===== src/rtl/run_call_pkg.sv =====
// run_call_pkg: shared types for the run req/busy/return call initiator.
//   call_state_e     : sequencer state encoding
//   *_TIMEOUT_DEF    : default timeout budgets in ce-cycles
//   run_call_if_t    : one-callee call bundle (req, arg, busy, ret)
//   tmo_width()      : counter width that holds the larger timeout
package run_call_pkg;

  typedef enum logic [2:0] {
    IDLE,
    ISSUE,
    WAIT_ACK,
    WAIT_DONE,
    FINISH,
    ERROR
  } call_state_e;

  localparam int ACK_TIMEOUT_DEF  = 4;
  localparam int DONE_TIMEOUT_DEF = 1023;
  localparam int RUN_W            = 32;

  typedef struct packed {
    logic             req;
    logic [RUN_W-1:0] arg;
    logic             busy;
    logic [RUN_W-1:0] ret;
  } run_call_if_t;

  function automatic int tmo_width(input int a, input int b);
    int m;
    m = (a > b) ? a : b;
    return (m < 2) ? 1 : $clog2(m + 1);
  endfunction

endpackage


===== src/rtl/run_timeout_ctr.sv =====
// run_timeout_ctr: loadable down-counter used as a watchdog.
//   clock, reset_n : clock, async active-low reset
//   ce             : clock enable, counter frozen when low
//   clear          : force count to zero (priority over load)
//   load, load_val : load the timeout budget
//   dec            : count one elapsed cycle
//   expired        : the current counted cycle is the last one allowed
module run_timeout_ctr #(
  parameter int W = 10
) (
  input  logic         clock,
  input  logic         reset_n,
  input  logic         ce,
  input  logic         clear,
  input  logic         load,
  input  logic [W-1:0] load_val,
  input  logic         dec,
  output logic         expired
);

  logic [W-1:0] cnt;

  always_ff @(posedge clock or negedge reset_n) begin
    if (!reset_n) begin
      cnt <= '0;
    end else if (ce) begin
      if (clear)                    cnt <= '0;
      else if (load)                cnt <= load_val;
      else if (dec && cnt != '0)    cnt <= cnt - 1'b1;
    end
  end

  // Loaded with N, a watchdog firing on cnt==1 allows exactly N counted cycles.
  assign expired = (cnt == W'(1));

endmodule


===== src/rtl/run_caller_seq.sv =====
// run_caller_seq: issues f(base + k*stride), k = 0..count-1, to one callee over
// the run req/busy/return protocol and accumulates the returns.
//   clock, reset_n   : clock, async active-low reset
//   ce               : clock enable, everything freezes when low
//   i_start          : start a sequence (ignored while o_busy)
//   i_count/i_base/i_stride : call count, first argument, argument step
//   o_busy, o_done   : sequence in progress / one-cycle end pulse
//   o_error          : sticky timeout flag, cleared by next accepted start
//   o_sum, o_calls   : running sum of returns / completed calls
//   o_call_req, o_call_input_a : callee request pulse and argument
//   i_call_busy, i_call_return : callee busy and return value
module run_caller_seq
  import run_call_pkg::*;
#(
  parameter int WIDTH        = 32,
  parameter int CNT_W        = 8,
  parameter int ACK_TIMEOUT  = ACK_TIMEOUT_DEF,
  parameter int DONE_TIMEOUT = DONE_TIMEOUT_DEF
) (
  input  logic             clock,
  input  logic             reset_n,
  input  logic             ce,
  input  logic             i_start,
  input  logic [CNT_W-1:0] i_count,
  input  logic [WIDTH-1:0] i_base,
  input  logic [WIDTH-1:0] i_stride,
  output logic             o_busy,
  output logic             o_done,
  output logic             o_error,
  output logic [WIDTH-1:0] o_sum,
  output logic [CNT_W-1:0] o_calls,
  output logic             o_call_req,
  output logic [WIDTH-1:0] o_call_input_a,
  input  logic             i_call_busy,
  input  logic [WIDTH-1:0] i_call_return
);

  localparam int TW = tmo_width(ACK_TIMEOUT, DONE_TIMEOUT);

  call_state_e      state, state_nx;
  logic [CNT_W-1:0] count_q;
  logic [WIDTH-1:0] stride_q;
  logic             accept, capture;
  logic             tmo_load, tmo_dec, tmo_exp;
  logic [TW-1:0]    tmo_val;

  always_ff @(posedge clock or negedge reset_n) begin
    if (!reset_n) state <= IDLE;
    else if (ce)  state <= state_nx;
  end

  always_comb begin
    state_nx   = state;
    o_call_req = 1'b0;
    accept     = 1'b0;
    capture    = 1'b0;
    tmo_load   = 1'b0;
    tmo_dec    = 1'b0;
    tmo_val    = '0;
    case (state)
      IDLE: begin
        if (i_start) begin
          accept   = 1'b1;
          state_nx = (i_count == '0) ? FINISH : ISSUE;
        end
      end
      ISSUE: begin
        // Hold off while the callee is still busy from an earlier call;
        // leaving ISSUE immediately makes req a single-cycle pulse.
        if (!i_call_busy) begin
          o_call_req = 1'b1;
          tmo_load   = 1'b1;
          tmo_val    = TW'(ACK_TIMEOUT);
          state_nx   = WAIT_ACK;
        end
      end
      WAIT_ACK: begin
        if (i_call_busy) begin
          tmo_load = 1'b1;
          tmo_val  = TW'(DONE_TIMEOUT);
          state_nx = WAIT_DONE;
        end else begin
          tmo_dec = 1'b1;
          if (tmo_exp) state_nx = ERROR;
        end
      end
      WAIT_DONE: begin
        if (i_call_busy) begin
          tmo_dec = 1'b1;
          if (tmo_exp) state_nx = ERROR;
        end else begin
          capture  = 1'b1;
          state_nx = ((o_calls + 1'b1) == count_q) ? FINISH : ISSUE;
        end
      end
      FINISH:  state_nx = IDLE;
      ERROR:   state_nx = IDLE;
      default: state_nx = IDLE;
    endcase
  end

  assign o_busy = (state != IDLE);
  assign o_done = (state == FINISH) || (state == ERROR);

  always_ff @(posedge clock or negedge reset_n) begin
    if (!reset_n) begin
      count_q        <= '0;
      stride_q       <= '0;
      o_sum          <= '0;
      o_calls        <= '0;
      o_call_input_a <= '0;
      o_error        <= 1'b0;
    end else if (ce) begin
      if (accept) begin
        count_q        <= i_count;
        stride_q       <= i_stride;
        o_sum          <= '0;
        o_calls        <= '0;
        o_error        <= 1'b0;
        o_call_input_a <= i_base;
      end else begin
        // The argument only moves after the return is captured, so it is
        // stable from ISSUE through the callee's sampling edge.
        if (capture) begin
          o_sum          <= o_sum + i_call_return;
          o_calls        <= o_calls + 1'b1;
          o_call_input_a <= o_call_input_a + stride_q;
        end
        if (state_nx == ERROR) o_error <= 1'b1;
      end
    end
  end

  // One watchdog serves both phases: reloaded with the ack budget on issue
  // and with the done budget once the callee acknowledges.
  run_timeout_ctr #(.W(TW)) u_tmo (
    .clock    (clock),
    .reset_n  (reset_n),
    .ce       (ce),
    .clear    (state == IDLE),
    .load     (tmo_load),
    .load_val (tmo_val),
    .dec      (tmo_dec),
    .expired  (tmo_exp)
  );

endmodule


===== config.mk =====
export PLATFORM = sky130hd
export DESIGN_NAME = run_caller_seq
export DESIGN_NICKNAME = d
export VERILOG_FILES = /design/src/rtl/run_call_pkg.sv /design/src/rtl/run_timeout_ctr.sv /design/src/rtl/run_caller_seq.sv
export SDC_FILE = /design/constraint.sdc
export NUM_CORES = 1
export LEC_CHECK = 0
export BUFFER_PORTS_ARGS = -buffer_cell sky130_fd_sc_hd__buf_2
export CORE_ASPECT_RATIO = 2
export CORE_MARGIN = 5
export CORE_UTILIZATION = 40
export DETAILED_ROUTE_END_ITERATION = 10
export SLEW_MARGIN = 20
export SYNTH_ARGS = -nofsm -noshare
export SYNTH_HDL_FRONTEND = slang
export SYNTH_SLANG_ARGS = --single-unit

===== constraint.sdc =====
create_clock -name clock -period 2.9 [get_ports clock]
set_input_delay 0.145 -clock clock [delete_from_list [all_inputs] [get_ports clock]]
set_output_delay 0.145 -clock clock [all_outputs]
set_load 0.1 [all_outputs]

# Yosys cells after proc, flatten, opt, wreduce, memory -nomap -nowiden

Cells that the tools add are included.

Add/subtract/negate cells: 4
Equal/unequal tests: 8
Muxes and demuxes: 30
Reduce and logical (&&, ||, !) cells: 13

Operators by type and width:

| operator                | number |
|---|---|
| $mux W32                | 4 |
| $add A32 B32 Y32        | 2 |
| $mux W10                | 4 |
| $mux W3                 | 8 |
| $pmux W10 S2            | 1 |
| $mux W8                 | 2 |
| $pmux W3 S4             | 1 |
| $eq A10 B1 Y1 const B   | 1 |
| $reduce_bool A10 Y1     | 1 |
| $sub A10 B1 Y10 const B | 1 |
| $eq A3 B3 Y1 const B    | 3 |
| $add A8 B1 Y8 const B   | 1 |
| $eq A8 B8 Y1            | 1 |
| $logic_not A8 Y1        | 1 |
| $mux W1                 | 8 |
| $reduce_and A2 Y1       | 4 |
| $eq A3 B2 Y1 const B    | 2 |
| $reduce_bool A3 Y1      | 2 |
| $pmux W1 S2             | 2 |
| $reduce_bool A2 Y1      | 2 |
| $eq A3 B1 Y1 const B    | 1 |
| $logic_not A3 Y1        | 1 |
| $logic_and A1 B1 Y1     | 1 |
| $logic_or A1 B1 Y1      | 1 |

Register bits after elaboration: 126
Input port bits: 109
Output and inout port bits: 76

# Depth between registers and ports, before layout

Depth after elaboration: 8
Gate-level depth with buffers: 13
Mapped depth without buffers: 13

# Cells and area by module

A second synthesis with hierarchy kept.

Cell total of the unflattened synthesis: 971
Area total of the unflattened synthesis: 8809.7 µm²

Modules (own cells, without submodules):

| module          | times used | cells each | area each (µm²) | sequential area each (µm²) |
|---|---|---|---|---|
| run_caller_seq  | 1          | 884        | 8049.0          | 2902.8 |
| run_timeout_ctr | 1          | 87         | 760.7           | 250.2 |

# Least setup slack after synthesis

No wires, ideal clock.

Path kind: reg2reg
From: reg state[0]
To: reg u_tmo.cnt[2]
Setup time: 65 ps
Arrival: 3649 ps
Required time: 2835 ps
Setup slack: -814 ps
Cell stages (with the launch flop): 9
Clock period less this slack: 3714 ps
Cells stage by stage: dfrtp_1 > clkbuf_1 > nand2b_1 > nor3_1 > nand2b_1 > clkbuf_1 > inv_1 > a31oi_1 > o22a_1

Cells in the longest elaborated chain, start to end: 5

Ends and longest elaborated chain:

| element                      | line                  | text |
|---|---|---|
| start: declaration           | run_caller_seq.sv:40  | `call_state_e state, state_nx;` |
| start signal: assignment     | run_caller_seq.sv:49  | `else if (ce) state <= state_nx;` |
| $eq A3 B2 Y1                 | run_caller_seq.sv:60  | `case (state)` |
| $pmux W1 S2                  | run_caller_seq.sv:60  |  |
| $logic_and A1 B1 Y1          | run_timeout_ctr.sv:29 | `else if (dec && cnt != '0) cnt <= cnt - 1'b1;` |
| $reduce_bool A3 Y1 (no line) | n/a                   |  |
| $reduce_and A2 Y1 (no line)  | n/a                   |  |
| end signal: assignment       | run_timeout_ctr.sv:28 | `else if (load) cnt <= load_val;` |
| end signal: assignment       | run_timeout_ctr.sv:29 |  |
| end: declaration             | run_timeout_ctr.sv:21 | `logic [W-1:0] cnt;` |

Several ways; a longest one is shown, not always the timed one.
A chain may end at the register's enable or synchronous reset.

# Worst setup path in the final report

From: reg o_call_input_a[0]
To: reg o_call_input_a[30]

Cells in the longest elaborated chain, start to end: 3

Ends and longest elaborated chain:

| element                  | line                  | text |
|---|---|---|
| start: declaration       | run_caller_seq.sv:33  | `output logic [WIDTH-1:0] o_call_input_a,` |
| start signal: assignment | run_caller_seq.sv:120 | `o_call_input_a <= i_base;` |
| start signal: assignment | run_caller_seq.sv:127 | `o_call_input_a <= o_call_input_a + stride_q;` |
| $add A32 B32 Y32         | run_caller_seq.sv:127 |  |
| $mux W32                 | run_caller_seq.sv:124 | `if (capture) begin` |
| $mux W32                 | run_caller_seq.sv:114 | `if (accept) begin` |

No other way between the ends. The select of a mux whose other input is x is not followed.

==> results.txt <==
RSZ-0062 raised after global routing - true
initial antenna violation count - 1
hold_sp - i_base[4]
hold crit path type - primary input to register
startpoint types - register
Clock Latency Late Sink - 0.43 ns
CTS Buffer Depth - 2
CP startpoint - o_call_input_a[0]
first-pass GRT wire length - 42.6 mm
Initial Util - 40.2%
hold depth - 3
Yosys cell types - 73
Max FO, Critical Path - 2
final net count - 1402
vias in the first global route - 8658
area growth from synthesis to layout - 32.7%
Final Slew Violations - 0
buffers plus inverters on the worst setup path - 2
die width - 114 um
critical path's slowest cell - dfrtp_4
DRT Wirelength - 26.4 mm
share of cells above drive strength 1 - 31.3%
Critical R2R Launch - o_call_input_a[0]
Synth area leader - dfrtp_1
Fin Clk Skew - 0.00705 ns
dpl hpwl - 20.3 mm
Num CTS Buffers - 17
crit path time final - 2.90 ns
CTS sink cnt - 126
reg2reg path depth - 14
area share of the largest cell type after synthesis - 36.7%
synthesis-stage register bit count - 126
ANT nets after route - 0
reg-to-reg setup timing slack - 0.004 ns
Synth area leaders - dfrtp_1 (37%), ha_1 (9.6%), a21oi_1 (6.3%), o21ai_0 (5.3%), mux2_2 (5.2%)
Crit path required time - 3.24 ns
Worst Hold End - o_call_input_a[4]
Synthesized Nets - 1142
max_slew headroom - 58.2%
top_reg_cell synth - dfrtp_1
Port Buf Inserts - 184
# diodes - 0
Overflow after GRT - 0
Rows - 76
Reg2Reg Capture Point - o_call_input_a[30]
via-per-instance ratio - 5.35
Die Ht - 217 um
fill count - 2067
Post-synth EDFFs - 0
status - finished, final reports clean
die area - 0.0247 mm^2
mapped cell area - 0.00859 mm^2
Tightest Pin Transition - 0.627 ns
Synth Warn # - 0
Avg Cell Area, Syn - 8.91 um^2
GRT Overall Usage - 21.9%
Period Utilization, post-route - 99.9%
wire per inst - 17.5 um
fmax - 0.345 GHz
CORE AREA - 0.0214 mm^2
DRC viols - 0
CP cell instances - ha_4 > inv_2 > fa_2 > nand2b_4 > a2111oi_4 > nor2_1 > o21ai_1 > buf_4 > a41oi_2 > a21oi_2 > nand4_1 > nand4b_1 > mux2_4 > a211oi_2
Seq/Total Area, Yosys - 36.7%
CP arrival - 3.24 ns
H-tree depth - 4
Synth Instances - 965
TNS Setup - 0 ns
root buffer cell - clkbuf_16
router iterations before antenna repair - 5
CP Capture Type - register
DP Area - 0.0102 mm^2
final setup fails - 0
CP delay by family, top - compound AO/OA/AOI/OAI gates
GP Congestion - 0.883
CP Class - register to register
Final Instance Area - 0.0114 mm^2
final hold violation count - 0
via count - 8088
number of I/O pins - 185
pin count of the biggest net entering global routing - 62
DR iter-0 viols - 340
post-synthesis async set-or-reset flop share - 100%
max incr delay on CP - 0.42 ns
clock-pin slew on the worst setup and hold paths - 0.06 ns
CTS tree - built
total of max-cap violations - 0
## area by class of cell
class                           count  area (um^2)  area share [%]
Clock buffer                       19          443            3.88
Clock inverter                     13          165            1.45
Inverter                           26         97.6           0.856
Multi-Input combinational cell    776         5400            47.3
Sequential cell                   126         3200            28.1
Tap cell                          273          342            3.00
Timing Repair Buffer              278         1760            15.4
## cell usage in the layout, fill, tap and decap left out, types with 13 or more instances in the layout
cell type | netlist | routed
clkbuf_16 | 0 | 17
dlygate4sd3_1 | 0 | 46
dfrtp_2 | 0 | 24
o21ai_0 | 91 | 89
nand2_1 | 97 | 95
a21o_1 | 19 | 19
inv_1 | 26 | 25
buf_4 | 1 | 48
ha_1 | 66 | 57
buf_2 | 3 | 183
nor2_1 | 73 | 73
a21oi_1 | 108 | 100
mux2_2 | 40 | 40
xnor2_1 | 37 | 37
xor2_1 | 26 | 26
dfrtp_1 | 126 | 97
nand3_1 | 33 | 32
nand2b_1 | 15 | 13
## routing by layer
layer | routed length (um) | share of wire [%] | GRT usage (%) | vias up
met5 | 0 | 0 | 0 | -
met4 | 698 | 2.6 | 7.06 | 0
met3 | 1210 | 4.6 | 4.59 | 47
met2 | 15400 | 58 | 44.2 | 190
met1 | 9080 | 34 | 21.2 | 3844
li1 | - | - | - | 4007
## worst max path at each step
stage	slack, ns	to	cells after the start
floorplan	-0.13	o_call_input_a[30]	13
CTS	-0.03	o_call_input_a[30]	14
global placement	0.04	o_call_input_a[28]	13
finish	0.004	o_call_input_a[30]	14
global route	-0.11	o_call_input_a[30]	14
detailed placement	-0.03	o_call_input_a[30]	14
## timing repair
| action | in CTS | in global routing |
|---|---|---|
| hold buffers | 46 | 0 |
| gates resized for setup | 1 | 27 |
| cloned | 0 | 0 |
| pin swaps | 3 | 17 |
| buffers inserted | 1 | 4 |
| hold endpoints to repair | 90 | 0 |
| setup endpoints to repair | 5 | 19 |
## synth_stat cells (4+ instances only)
library cell and count:
a211oi_1 8, a21o_1 19, a21oi_1 108, a31oi_1 13
and2_1 6, and3_1 6, buf_1 5, clkbuf_1 28
dfrtp_1 126, ha_1 66, inv_1 26, mux2_2 40
nand2_1 97, nand2b_1 15, nand3_1 33, nand4_1 5
nor2_1 73, nor2b_1 7, nor3_1 13, nor3b_1 6
nor4_1 4, o211ai_1 8, o21a_1 4, o21ai_0 91
o21ai_1 7, o21bai_1 9, o31ai_1 7, or3_1 5
or4_1 4, xnor2_1 37, xor2_1 26
## registers in the layout, indices dropped and copies added (netlist names)
| register | flops |
|---|---|
| o_call_input_a | 32 |
| o_sum | 32 |
| stride_q | 32 |
| u_tmo.cnt | 10 |
| count_q | 8 |
| o_calls | 8 |
| state | 3 |
| o_error | 1 |
## cells by family after synthesis
logic type | Yosys count | share of synthesized area (%)
AOI/OAI and AO/OA | 315 | 22.6
xor gates and xnor gates | 63 | 6.42
adders and majority gates | 68 | 10.1
buffers and inverters | 63 | 2.84
DFF | 126 | 36.7
muxes | 44 | 5.76
and+or+nand+nor | 286 | 15.6
## per-stage QoR
step / util [%] / hold slack, ns / setup WS [ns] / std cells
6_report: 53.3 / 0.0176 / 0.00432 / 1511
5_1_grt: 53.3 / 0.0369 / -0.106 / 1511
4_1_cts: 52.7 / 0.00236 / -0.0292 / 1507
3_5_place_dp: 47.6 / 0.204 / -0.0263 / 1428
3_3_place_gp: 47.6 / 0.204 / 0.0367 / 1428
2_1_floorplan: - / -0.151 / -0.134 / 965
## worst reg2reg max path, delay by kind of cell (launching register included)
kind                     cells  cell delay [ns]
multiplexers                 1             0.31
flip-flops                   1             0.42
adder cells (fa/ha/maj)      2             0.46
AO/OA/AOI/OAI                5             0.94
AND/OR/NAND/NOR              4             0.50
buffers and inverters        2             0.18
Power is not shown: default switching activity piles up to over one toggle a cycle in this logic, so the estimate is an artifact.
